### src/rtl/id_ex_stage_reg_if.sv
// Decode-to-execute bundle: id_* fields produced by decode, ex_* fields held by the ID/EX register.
// master = decode side (drives id_*), slave = the ID/EX register (drives ex_*).
interface id_ex_stage_reg_if #(
    parameter int unsigned DWIDTH = 32,
    parameter int unsigned RWIDTH = 5
);
    logic              id_valid;
    logic              id_RegDst, id_Branch, id_MemRead, id_MemtoReg;
    logic              id_MemWrite, id_ALUSrc, id_RegWrite;
    logic [RWIDTH-1:0] id_rs, id_rt, id_rd;
    logic [DWIDTH-1:0] id_rdata1, id_rdata2, id_imm, id_pc4;
    logic [5:0]        id_funct;

    logic              ex_valid;
    logic              ex_RegDst, ex_Branch, ex_MemRead, ex_MemtoReg;
    logic              ex_MemWrite, ex_ALUSrc, ex_RegWrite;
    logic [RWIDTH-1:0] ex_rs, ex_rt, ex_rd;
    logic [DWIDTH-1:0] ex_rdata1, ex_rdata2, ex_imm, ex_pc4;
    logic [5:0]        ex_funct;

    modport master (
        output id_valid, id_RegDst, id_Branch, id_MemRead, id_MemtoReg, id_MemWrite,
               id_ALUSrc, id_RegWrite, id_rs, id_rt, id_rd, id_rdata1, id_rdata2, id_imm,
               id_pc4, id_funct,
        input  ex_valid, ex_RegDst, ex_Branch, ex_MemRead, ex_MemtoReg, ex_MemWrite,
               ex_ALUSrc, ex_RegWrite, ex_rs, ex_rt, ex_rd, ex_rdata1, ex_rdata2, ex_imm,
               ex_pc4, ex_funct
    );

    modport slave (
        input  id_valid, id_RegDst, id_Branch, id_MemRead, id_MemtoReg, id_MemWrite,
               id_ALUSrc, id_RegWrite, id_rs, id_rt, id_rd, id_rdata1, id_rdata2, id_imm,
               id_pc4, id_funct,
        output ex_valid, ex_RegDst, ex_Branch, ex_MemRead, ex_MemtoReg, ex_MemWrite,
               ex_ALUSrc, ex_RegWrite, ex_rs, ex_rt, ex_rd, ex_rdata1, ex_rdata2, ex_imm,
               ex_pc4, ex_funct
    );
endinterface

### src/rtl/id_ex_stage_reg.sv
// ID/EX pipeline register with load-use bubble insertion, branch flush, downstream hold
// and a saturating count of inserted bubbles.
module id_ex_stage_reg #(
    parameter int unsigned DWIDTH = 32,
    parameter int unsigned RWIDTH = 5,
    parameter int unsigned CWIDTH = 16
) (
    input  logic              i_clk,
    input  logic              i_rst,
    id_ex_stage_reg_if.slave  bus,
    input  logic              ex_flush,
    input  logic              ex_stall,
    input  logic              cnt_clr,
    output logic              hazard_stall,
    output logic [CWIDTH-1:0] bubble_cnt
);
    typedef struct packed {
        logic              valid;
        logic [6:0]        ctl;  // {RegDst, Branch, MemRead, MemtoReg, MemWrite, ALUSrc, RegWrite}
        logic [RWIDTH-1:0] rs;
        logic [RWIDTH-1:0] rt;
        logic [RWIDTH-1:0] rd;
        logic [DWIDTH-1:0] rdata1;
        logic [DWIDTH-1:0] rdata2;
        logic [DWIDTH-1:0] imm;
        logic [5:0]        funct;
        logic [DWIDTH-1:0] pc4;
    } ex_t;

    ex_t               ex_q, ex_d;
    logic [CWIDTH-1:0] cnt_q, cnt_d;
    logic [6:0]        id_ctl;
    logic              rt_used, load_use;

    assign id_ctl = {bus.id_RegDst, bus.id_Branch, bus.id_MemRead, bus.id_MemtoReg,
                     bus.id_MemWrite, bus.id_ALUSrc, bus.id_RegWrite};

    // Stores read rt as data even though ALUSrc selects the immediate.
    assign rt_used  = ~bus.id_ALUSrc | bus.id_MemWrite;
    assign load_use = ex_q.valid & ex_q.ctl[4] & (ex_q.rt != '0) & bus.id_valid &
                      ((ex_q.rt == bus.id_rs) | (rt_used & (ex_q.rt == bus.id_rt)));
    assign hazard_stall = load_use & ~ex_flush & ~ex_stall;

    always_comb begin
        ex_d = ex_q;
        if (ex_flush || (!ex_stall && hazard_stall)) begin
            ex_d = '0;
        end else if (!ex_stall) begin
            ex_d.valid  = bus.id_valid;
            ex_d.ctl    = bus.id_valid ? id_ctl : 7'b0;
            ex_d.rs     = bus.id_rs;
            ex_d.rt     = bus.id_rt;
            ex_d.rd     = bus.id_rd;
            ex_d.rdata1 = bus.id_rdata1;
            ex_d.rdata2 = bus.id_rdata2;
            ex_d.imm    = bus.id_imm;
            ex_d.funct  = bus.id_funct;
            ex_d.pc4    = bus.id_pc4;
        end
    end

    always_comb begin
        cnt_d = cnt_q;
        if (cnt_clr) begin
            cnt_d = '0;
        end else if (hazard_stall && (cnt_q != '1)) begin
            cnt_d = cnt_q + CWIDTH'(1);
        end
    end

    always_ff @(posedge i_clk or negedge i_rst) begin
        if (!i_rst) begin
            ex_q  <= '0;
            cnt_q <= '0;
        end else begin
            ex_q  <= ex_d;
            cnt_q <= cnt_d;
        end
    end

    assign bus.ex_valid    = ex_q.valid;
    assign bus.ex_RegDst   = ex_q.ctl[6];
    assign bus.ex_Branch   = ex_q.ctl[5];
    assign bus.ex_MemRead  = ex_q.ctl[4];
    assign bus.ex_MemtoReg = ex_q.ctl[3];
    assign bus.ex_MemWrite = ex_q.ctl[2];
    assign bus.ex_ALUSrc   = ex_q.ctl[1];
    assign bus.ex_RegWrite = ex_q.ctl[0];
    assign bus.ex_rs       = ex_q.rs;
    assign bus.ex_rt       = ex_q.rt;
    assign bus.ex_rd       = ex_q.rd;
    assign bus.ex_rdata1   = ex_q.rdata1;
    assign bus.ex_rdata2   = ex_q.rdata2;
    assign bus.ex_imm      = ex_q.imm;
    assign bus.ex_funct    = ex_q.funct;
    assign bus.ex_pc4      = ex_q.pc4;
    assign bubble_cnt      = cnt_q;
endmodule

### src/flat_wrapper.sv
// flat-port wrapper written by rule: the top's interface ports become plain ports
module id_ex_stage_reg_flat 
#(
    parameter int unsigned DWIDTH = 32,
    parameter int unsigned RWIDTH = 5,
    parameter int unsigned CWIDTH = 16
)
  (i_clk, i_rst, ex_flush, ex_stall, cnt_clr, hazard_stall, bubble_cnt, bus_id_valid, bus_id_RegDst, bus_id_Branch, bus_id_MemRead, bus_id_MemtoReg, bus_id_MemWrite, bus_id_ALUSrc, bus_id_RegWrite, bus_id_rs, bus_id_rt, bus_id_rd, bus_id_rdata1, bus_id_rdata2, bus_id_imm, bus_id_pc4, bus_id_funct, bus_ex_valid, bus_ex_RegDst, bus_ex_Branch, bus_ex_MemRead, bus_ex_MemtoReg, bus_ex_MemWrite, bus_ex_ALUSrc, bus_ex_RegWrite, bus_ex_rs, bus_ex_rt, bus_ex_rd, bus_ex_rdata1, bus_ex_rdata2, bus_ex_imm, bus_ex_pc4, bus_ex_funct);
  id_ex_stage_reg_if #(.DWIDTH(DWIDTH), .RWIDTH(RWIDTH)) bus_i ();
  input  logic i_clk;
  input  logic i_rst;
  input  logic ex_flush;
  input  logic ex_stall;
  input  logic cnt_clr;
  output logic hazard_stall;
  output logic [CWIDTH-1:0] bubble_cnt;
  input wire logic [$bits(bus_i.id_valid)-1:0] bus_id_valid;
  input wire logic [$bits(bus_i.id_RegDst)-1:0] bus_id_RegDst;
  input wire logic [$bits(bus_i.id_Branch)-1:0] bus_id_Branch;
  input wire logic [$bits(bus_i.id_MemRead)-1:0] bus_id_MemRead;
  input wire logic [$bits(bus_i.id_MemtoReg)-1:0] bus_id_MemtoReg;
  input wire logic [$bits(bus_i.id_MemWrite)-1:0] bus_id_MemWrite;
  input wire logic [$bits(bus_i.id_ALUSrc)-1:0] bus_id_ALUSrc;
  input wire logic [$bits(bus_i.id_RegWrite)-1:0] bus_id_RegWrite;
  input wire logic [$bits(bus_i.id_rs)-1:0] bus_id_rs;
  input wire logic [$bits(bus_i.id_rt)-1:0] bus_id_rt;
  input wire logic [$bits(bus_i.id_rd)-1:0] bus_id_rd;
  input wire logic [$bits(bus_i.id_rdata1)-1:0] bus_id_rdata1;
  input wire logic [$bits(bus_i.id_rdata2)-1:0] bus_id_rdata2;
  input wire logic [$bits(bus_i.id_imm)-1:0] bus_id_imm;
  input wire logic [$bits(bus_i.id_pc4)-1:0] bus_id_pc4;
  input wire logic [$bits(bus_i.id_funct)-1:0] bus_id_funct;
  output wire logic [$bits(bus_i.ex_valid)-1:0] bus_ex_valid;
  output wire logic [$bits(bus_i.ex_RegDst)-1:0] bus_ex_RegDst;
  output wire logic [$bits(bus_i.ex_Branch)-1:0] bus_ex_Branch;
  output wire logic [$bits(bus_i.ex_MemRead)-1:0] bus_ex_MemRead;
  output wire logic [$bits(bus_i.ex_MemtoReg)-1:0] bus_ex_MemtoReg;
  output wire logic [$bits(bus_i.ex_MemWrite)-1:0] bus_ex_MemWrite;
  output wire logic [$bits(bus_i.ex_ALUSrc)-1:0] bus_ex_ALUSrc;
  output wire logic [$bits(bus_i.ex_RegWrite)-1:0] bus_ex_RegWrite;
  output wire logic [$bits(bus_i.ex_rs)-1:0] bus_ex_rs;
  output wire logic [$bits(bus_i.ex_rt)-1:0] bus_ex_rt;
  output wire logic [$bits(bus_i.ex_rd)-1:0] bus_ex_rd;
  output wire logic [$bits(bus_i.ex_rdata1)-1:0] bus_ex_rdata1;
  output wire logic [$bits(bus_i.ex_rdata2)-1:0] bus_ex_rdata2;
  output wire logic [$bits(bus_i.ex_imm)-1:0] bus_ex_imm;
  output wire logic [$bits(bus_i.ex_pc4)-1:0] bus_ex_pc4;
  output wire logic [$bits(bus_i.ex_funct)-1:0] bus_ex_funct;
  assign bus_i.id_valid = bus_id_valid;
  assign bus_i.id_RegDst = bus_id_RegDst;
  assign bus_i.id_Branch = bus_id_Branch;
  assign bus_i.id_MemRead = bus_id_MemRead;
  assign bus_i.id_MemtoReg = bus_id_MemtoReg;
  assign bus_i.id_MemWrite = bus_id_MemWrite;
  assign bus_i.id_ALUSrc = bus_id_ALUSrc;
  assign bus_i.id_RegWrite = bus_id_RegWrite;
  assign bus_i.id_rs = bus_id_rs;
  assign bus_i.id_rt = bus_id_rt;
  assign bus_i.id_rd = bus_id_rd;
  assign bus_i.id_rdata1 = bus_id_rdata1;
  assign bus_i.id_rdata2 = bus_id_rdata2;
  assign bus_i.id_imm = bus_id_imm;
  assign bus_i.id_pc4 = bus_id_pc4;
  assign bus_i.id_funct = bus_id_funct;
  assign bus_ex_valid = bus_i.ex_valid;
  assign bus_ex_RegDst = bus_i.ex_RegDst;
  assign bus_ex_Branch = bus_i.ex_Branch;
  assign bus_ex_MemRead = bus_i.ex_MemRead;
  assign bus_ex_MemtoReg = bus_i.ex_MemtoReg;
  assign bus_ex_MemWrite = bus_i.ex_MemWrite;
  assign bus_ex_ALUSrc = bus_i.ex_ALUSrc;
  assign bus_ex_RegWrite = bus_i.ex_RegWrite;
  assign bus_ex_rs = bus_i.ex_rs;
  assign bus_ex_rt = bus_i.ex_rt;
  assign bus_ex_rd = bus_i.ex_rd;
  assign bus_ex_rdata1 = bus_i.ex_rdata1;
  assign bus_ex_rdata2 = bus_i.ex_rdata2;
  assign bus_ex_imm = bus_i.ex_imm;
  assign bus_ex_pc4 = bus_i.ex_pc4;
  assign bus_ex_funct = bus_i.ex_funct;
  id_ex_stage_reg #(.DWIDTH(DWIDTH), .RWIDTH(RWIDTH), .CWIDTH(CWIDTH)) u_core (.i_clk(i_clk), .i_rst(i_rst), .bus(bus_i), .ex_flush(ex_flush), .ex_stall(ex_stall), .cnt_clr(cnt_clr), .hazard_stall(hazard_stall), .bubble_cnt(bubble_cnt));
endmodule
### config.mk
export PLATFORM = sky130hd
export DESIGN_NAME = id_ex_stage_reg_flat
export DESIGN_NICKNAME = d
export VERILOG_FILES = /design/src/rtl/id_ex_stage_reg_if.sv /design/src/rtl/id_ex_stage_reg.sv /design/src/flat_wrapper.sv
export SDC_FILE = /design/constraint.sdc
export NUM_CORES = 1
export LEC_CHECK = 0
export CAP_MARGIN = 30
export CORE_MARGIN = 5
export CORE_UTILIZATION = 41
export CTS_BUF_LIST = sky130_fd_sc_hd__clkbuf_8
export DETAILED_ROUTE_END_ITERATION = 12
export PLACE_DENSITY = 0.93
export SYNTH_ARGS = -nofsm -noshare
export SYNTH_HDL_FRONTEND = slang
export SYNTH_SLANG_ARGS = --single-unit
### constraint.sdc
create_clock -name i_clk -period 2.49 [get_ports i_clk]
set_input_delay 0.498 -clock i_clk [delete_from_list [all_inputs] [get_ports i_clk]]
set_output_delay 0.498 -clock i_clk [all_outputs]
set_load 0.02 [all_outputs]
==> results of run 1 <==
metrics by stage:
step | area (um^2) | setup WS, ns | power, mW | hold slack, ns | cells
detailed placement | 10400 | -0.314 | 4.24 | 0.481 | 1029
global placement | 10400 | -0.336 | 4.21 | 0.477 | 1029
floorplan | 6640 | 0.316 | 3.50 | 0.202 | 483
global route | 10800 | 0.0852 | 6.40 | 0.520 | 1062
finish | 10800 | 0.160 | 6.17 | 0.503 | 1062
CTS | 10800 | 0.0209 | 6.22 | 0.509 | 1062
layer usage:
metal  vias up  wire length, um  global-route usage
li1       2567                -                   -
met1      2868             8370               0.276
met2       322            11300               0.397
met3        47             2250              0.0811
met4         0              703               0.101
met5         -                0                   0
cells in the mapped netlist (all sizes together), types with 2 or more instances:
cell type / n
buf: 18
inv: 3
nor2: 12
nand3: 11
xnor2: 10
nor3: 2
dfrtp: 173
o31ai: 8
o21ai: 3
nand2: 8
or4: 9
a21oi: 10
a22o: 150
clkbuf: 22
a32o: 7
nor4: 4
nor2b: 8
nand4: 5
nand2b: 2
mux2: 6
registers in the layout, summed over array words and instances (netlist names), 5 cells and up:
| name | count |
|---|---|
| u_core.bus.ex_pc4 | 32 |
| u_core.bus.ex_rdata2 | 32 |
| u_core.bus.ex_imm | 32 |
| u_core.bubble_cnt | 16 |
| u_core.bus.ex_rt | 5 |
| u_core.bus.ex_rs | 5 |
| u_core.bus.ex_rd | 5 |
| u_core.bus.ex_funct | 6 |
| u_core.bus.ex_rdata1 | 32 |
area by class of cell:
class / instances / area (um^2)
clock inverters: 14 / 143
flip-flops and latches: 173 / 4330
clock buffers: 18 / 248
well taps: 216 / 270
multi-input cells: 267 / 2140
fillers: 1123 / 5040
repair buffers: 371 / 3700
inverters: 3 / 11.3
critical path: stages:
cell and delay, ns:
clkdlybuf4s50_1 0.52, xnor2_2 0.14, nand4_1 0.14, o22a_1 0.24
nor2_1 0.11, buf_2 0.18
cell families after synthesis:
family	count (synthesis)
multiplexers	7
buffers and inverters	43
AND/OR/NAND/NOR	64
XOR/XNOR	10
flip-flops	173
adder cells (fa/ha/maj)	1
AO/OA/AOI/OAI	185
how the worst max path moves through the flow:
stage,start,end,slack (ns)
after floorplan,u_core.bus.ex_rt[0],hazard_stall,0.32
after global placement,bus_id_rt[1],hazard_stall,-0.34
after detailed placement,bus_id_rt[1],hazard_stall,-0.31
after CTS,u_core.bus.ex_rt[1],hazard_stall,0.02
after global routing,u_core.bus.ex_rt[4],hazard_stall,0.09
final,bus_id_rt[1],hazard_stall,0.16
timing repair:
item | CTS | global route
endpoints found under the setup margin | 1 | 1
hold endpoints to repair | 39 | 0
pin swaps | 0 | 0
hold buffers | 1 | 0
resized for setup | 4 | 4
setup buffers | 0 | 0
power by group through the flow:
stage                     clock network [mW]  registers [mW]  logic, mW
after detailed placement                   0            3.09       1.15
final                                   1.98            3.04       1.15
after global routing                    2.13            3.06       1.21
after floorplan                            0            3.26      0.244
after CTS                               2.02            3.04       1.16
after global placement                     0            3.08       1.13
==> flow_summary.json, run 1 <==
{
  "cp.arrival_ns": 1.83,
  "htree_levels": 4,
  "fin_crit_sh": 0.936,
  "finalSetupViolCount": 0,
  "tightest_slew_ns": 0.671,
  "finalMaxSlewViolations": 0,
  "port_buffers": 335,
  "cp_max_fo": 2,
  "synth_xor_area_frac": 0.0132,
  "mostFrequentLayoutCell": "clkdlybuf4s50_1",
  "cts.sinks": 173,
  "clkPwrFrac": 0.320,
  "hold_violations": 0,
  "clk_latency_ns": 0.46,
  "synth_fa_ha_area_frac": 0.00188,
  "maxCapViolations": 0,
  "synth_area_mm2": 0.00664,
  "via_count": 5804,
  "synth-simple-area-share": 0.0533,
  "syn_area_per_cell_um2": 13.7,
  "worst-endpoint-required_ns": 1.99,
  "syn_to_final_growth_pct": 63.4,
  "route.detailed.drc": 0,
  "gp_congestion": 0.817,
  "min_period_ns": 2.33,
  "hpwlAfterDp_um": 16600,
  "yosys-top-cells-area": "dfrtp_1 65%, a22o_1 20%, xnor2_1 1.3%, clkbuf_1 1.2%, buf_2 1.2%",
  "grt_pass1_vias": 6209,
  "utilization": 0.683,
  "wl_um": 22600,
  "status": "finished clean",
  "worst_hold_startpoint": "u_core.bus.ex_rdata2[25]",
  "pwr_density_cell_mw_per_mm2": 569,
  "die_h_um": 137,
  "antenna_found_initial": 0,
  "grt_max_degree": 88,
  "fp.dieW_um": 137,
  "synth_nets": 646,
  "setup.worst_path.start_class": "input pin",
  "fmax_mhz": 429,
  "grt_overflow": 0,
  "synth_seq_area_share": 0.652,
  "initial_core_util": 0.418,
  "cts_buffer_depth": 2,
  "whs_path_depth": 1,
  "r2r_start": "u_core.bubble_cnt[11]",
  "grt_pass1_wl_um": 33800,
  "dr.pass1.iters": 4,
  "fin_skew_ns": 0.0170,
  "cts_buffers": 17,
  "synth-compound-area-share": 0.239,
  "post_drt_wl_per_cell_um": 21.3,
  "p_leak_nw": 4.65,
  "hold_path.class": "register to register",
  "final_nets": 996,
  "viasPerCell": 5.47,
  "yosys.area.top_type_share": 0.652,
  "ys_async_sr_fraction": 1.00,
  "swShare": 0.271,
  "synth_edf_count": 0,
  "drive_gt1_frac": 0.0993,
  "cts_tree": "done",
  "antennaDiodeCount": 0,
  "drtIter0Drc": 474,
  "intPower_mw": 4.50,
  "io_pins": 336,
  "p_comb_frac": 0.186,
  "slew_headroom": 0.550,
  "seqPwrFrac": 0.493,
  "r2r_slack_ns": 0.24,
  "setup_tns_ns": 0,
  "irDropWorstVdd_v": 0.000294,
  "postSynthCellCount": 483,
  "cts-root-buf": "clkbuf_8",
  "synth_cell_types": 36,
  "crit_path_end_kind": "primary output",
  "core_mm2": 0.0159,
  "rsz0062_at_grt": "false",
  "synthFlopType": "dfrtp_1",
  "synth_warnings": 0,
  "layout_common_cells": "333 x clkdlybuf4s50_1, 170 x dfrtp_1, 150 x a22o_1",
  "rr_worst_depth": 5,
  "synth_top_family_by_area": "compound AO/OA/AOI/OAI gates",
  "synth_largest_area_cell": "dfrtp_1",
  "grt_usage": 0.236,
  "muxShareOfSynthArea": 0.0117,
  "critPathKind": "input pin to primary output",
  "switchingPower_mw": 1.67,
  "num_rows": 46,
  "clkTransAtPathRegs_ns": 0.08,
  "ant_nets": 0,
  "r2r_end": "u_core.bubble_cnt[0]",
  "ys_seq_elements": 173,
  "min_to": "u_core.bus.ex_rdata2[25]",
  "dieArea_mm2": 0.0188
}
(Power assumes the default switching activity.)
==> inputs of run 2 (changes only) <==
--- a/config.mk
+++ b/config.mk
@@ -9,6 +9,7 @@
 export CORE_MARGIN = 5
 export CORE_UTILIZATION = 41
 export CTS_BUF_LIST = sky130_fd_sc_hd__clkbuf_8
+export CTS_CLUSTER_SIZE = 10
 export DETAILED_ROUTE_END_ITERATION = 12
 export PLACE_DENSITY = 0.93
 export SYNTH_ARGS = -nofsm -noshare
==> results of run 2 <==
The final DEF is identical to that of run 1; final timing and power are the same.
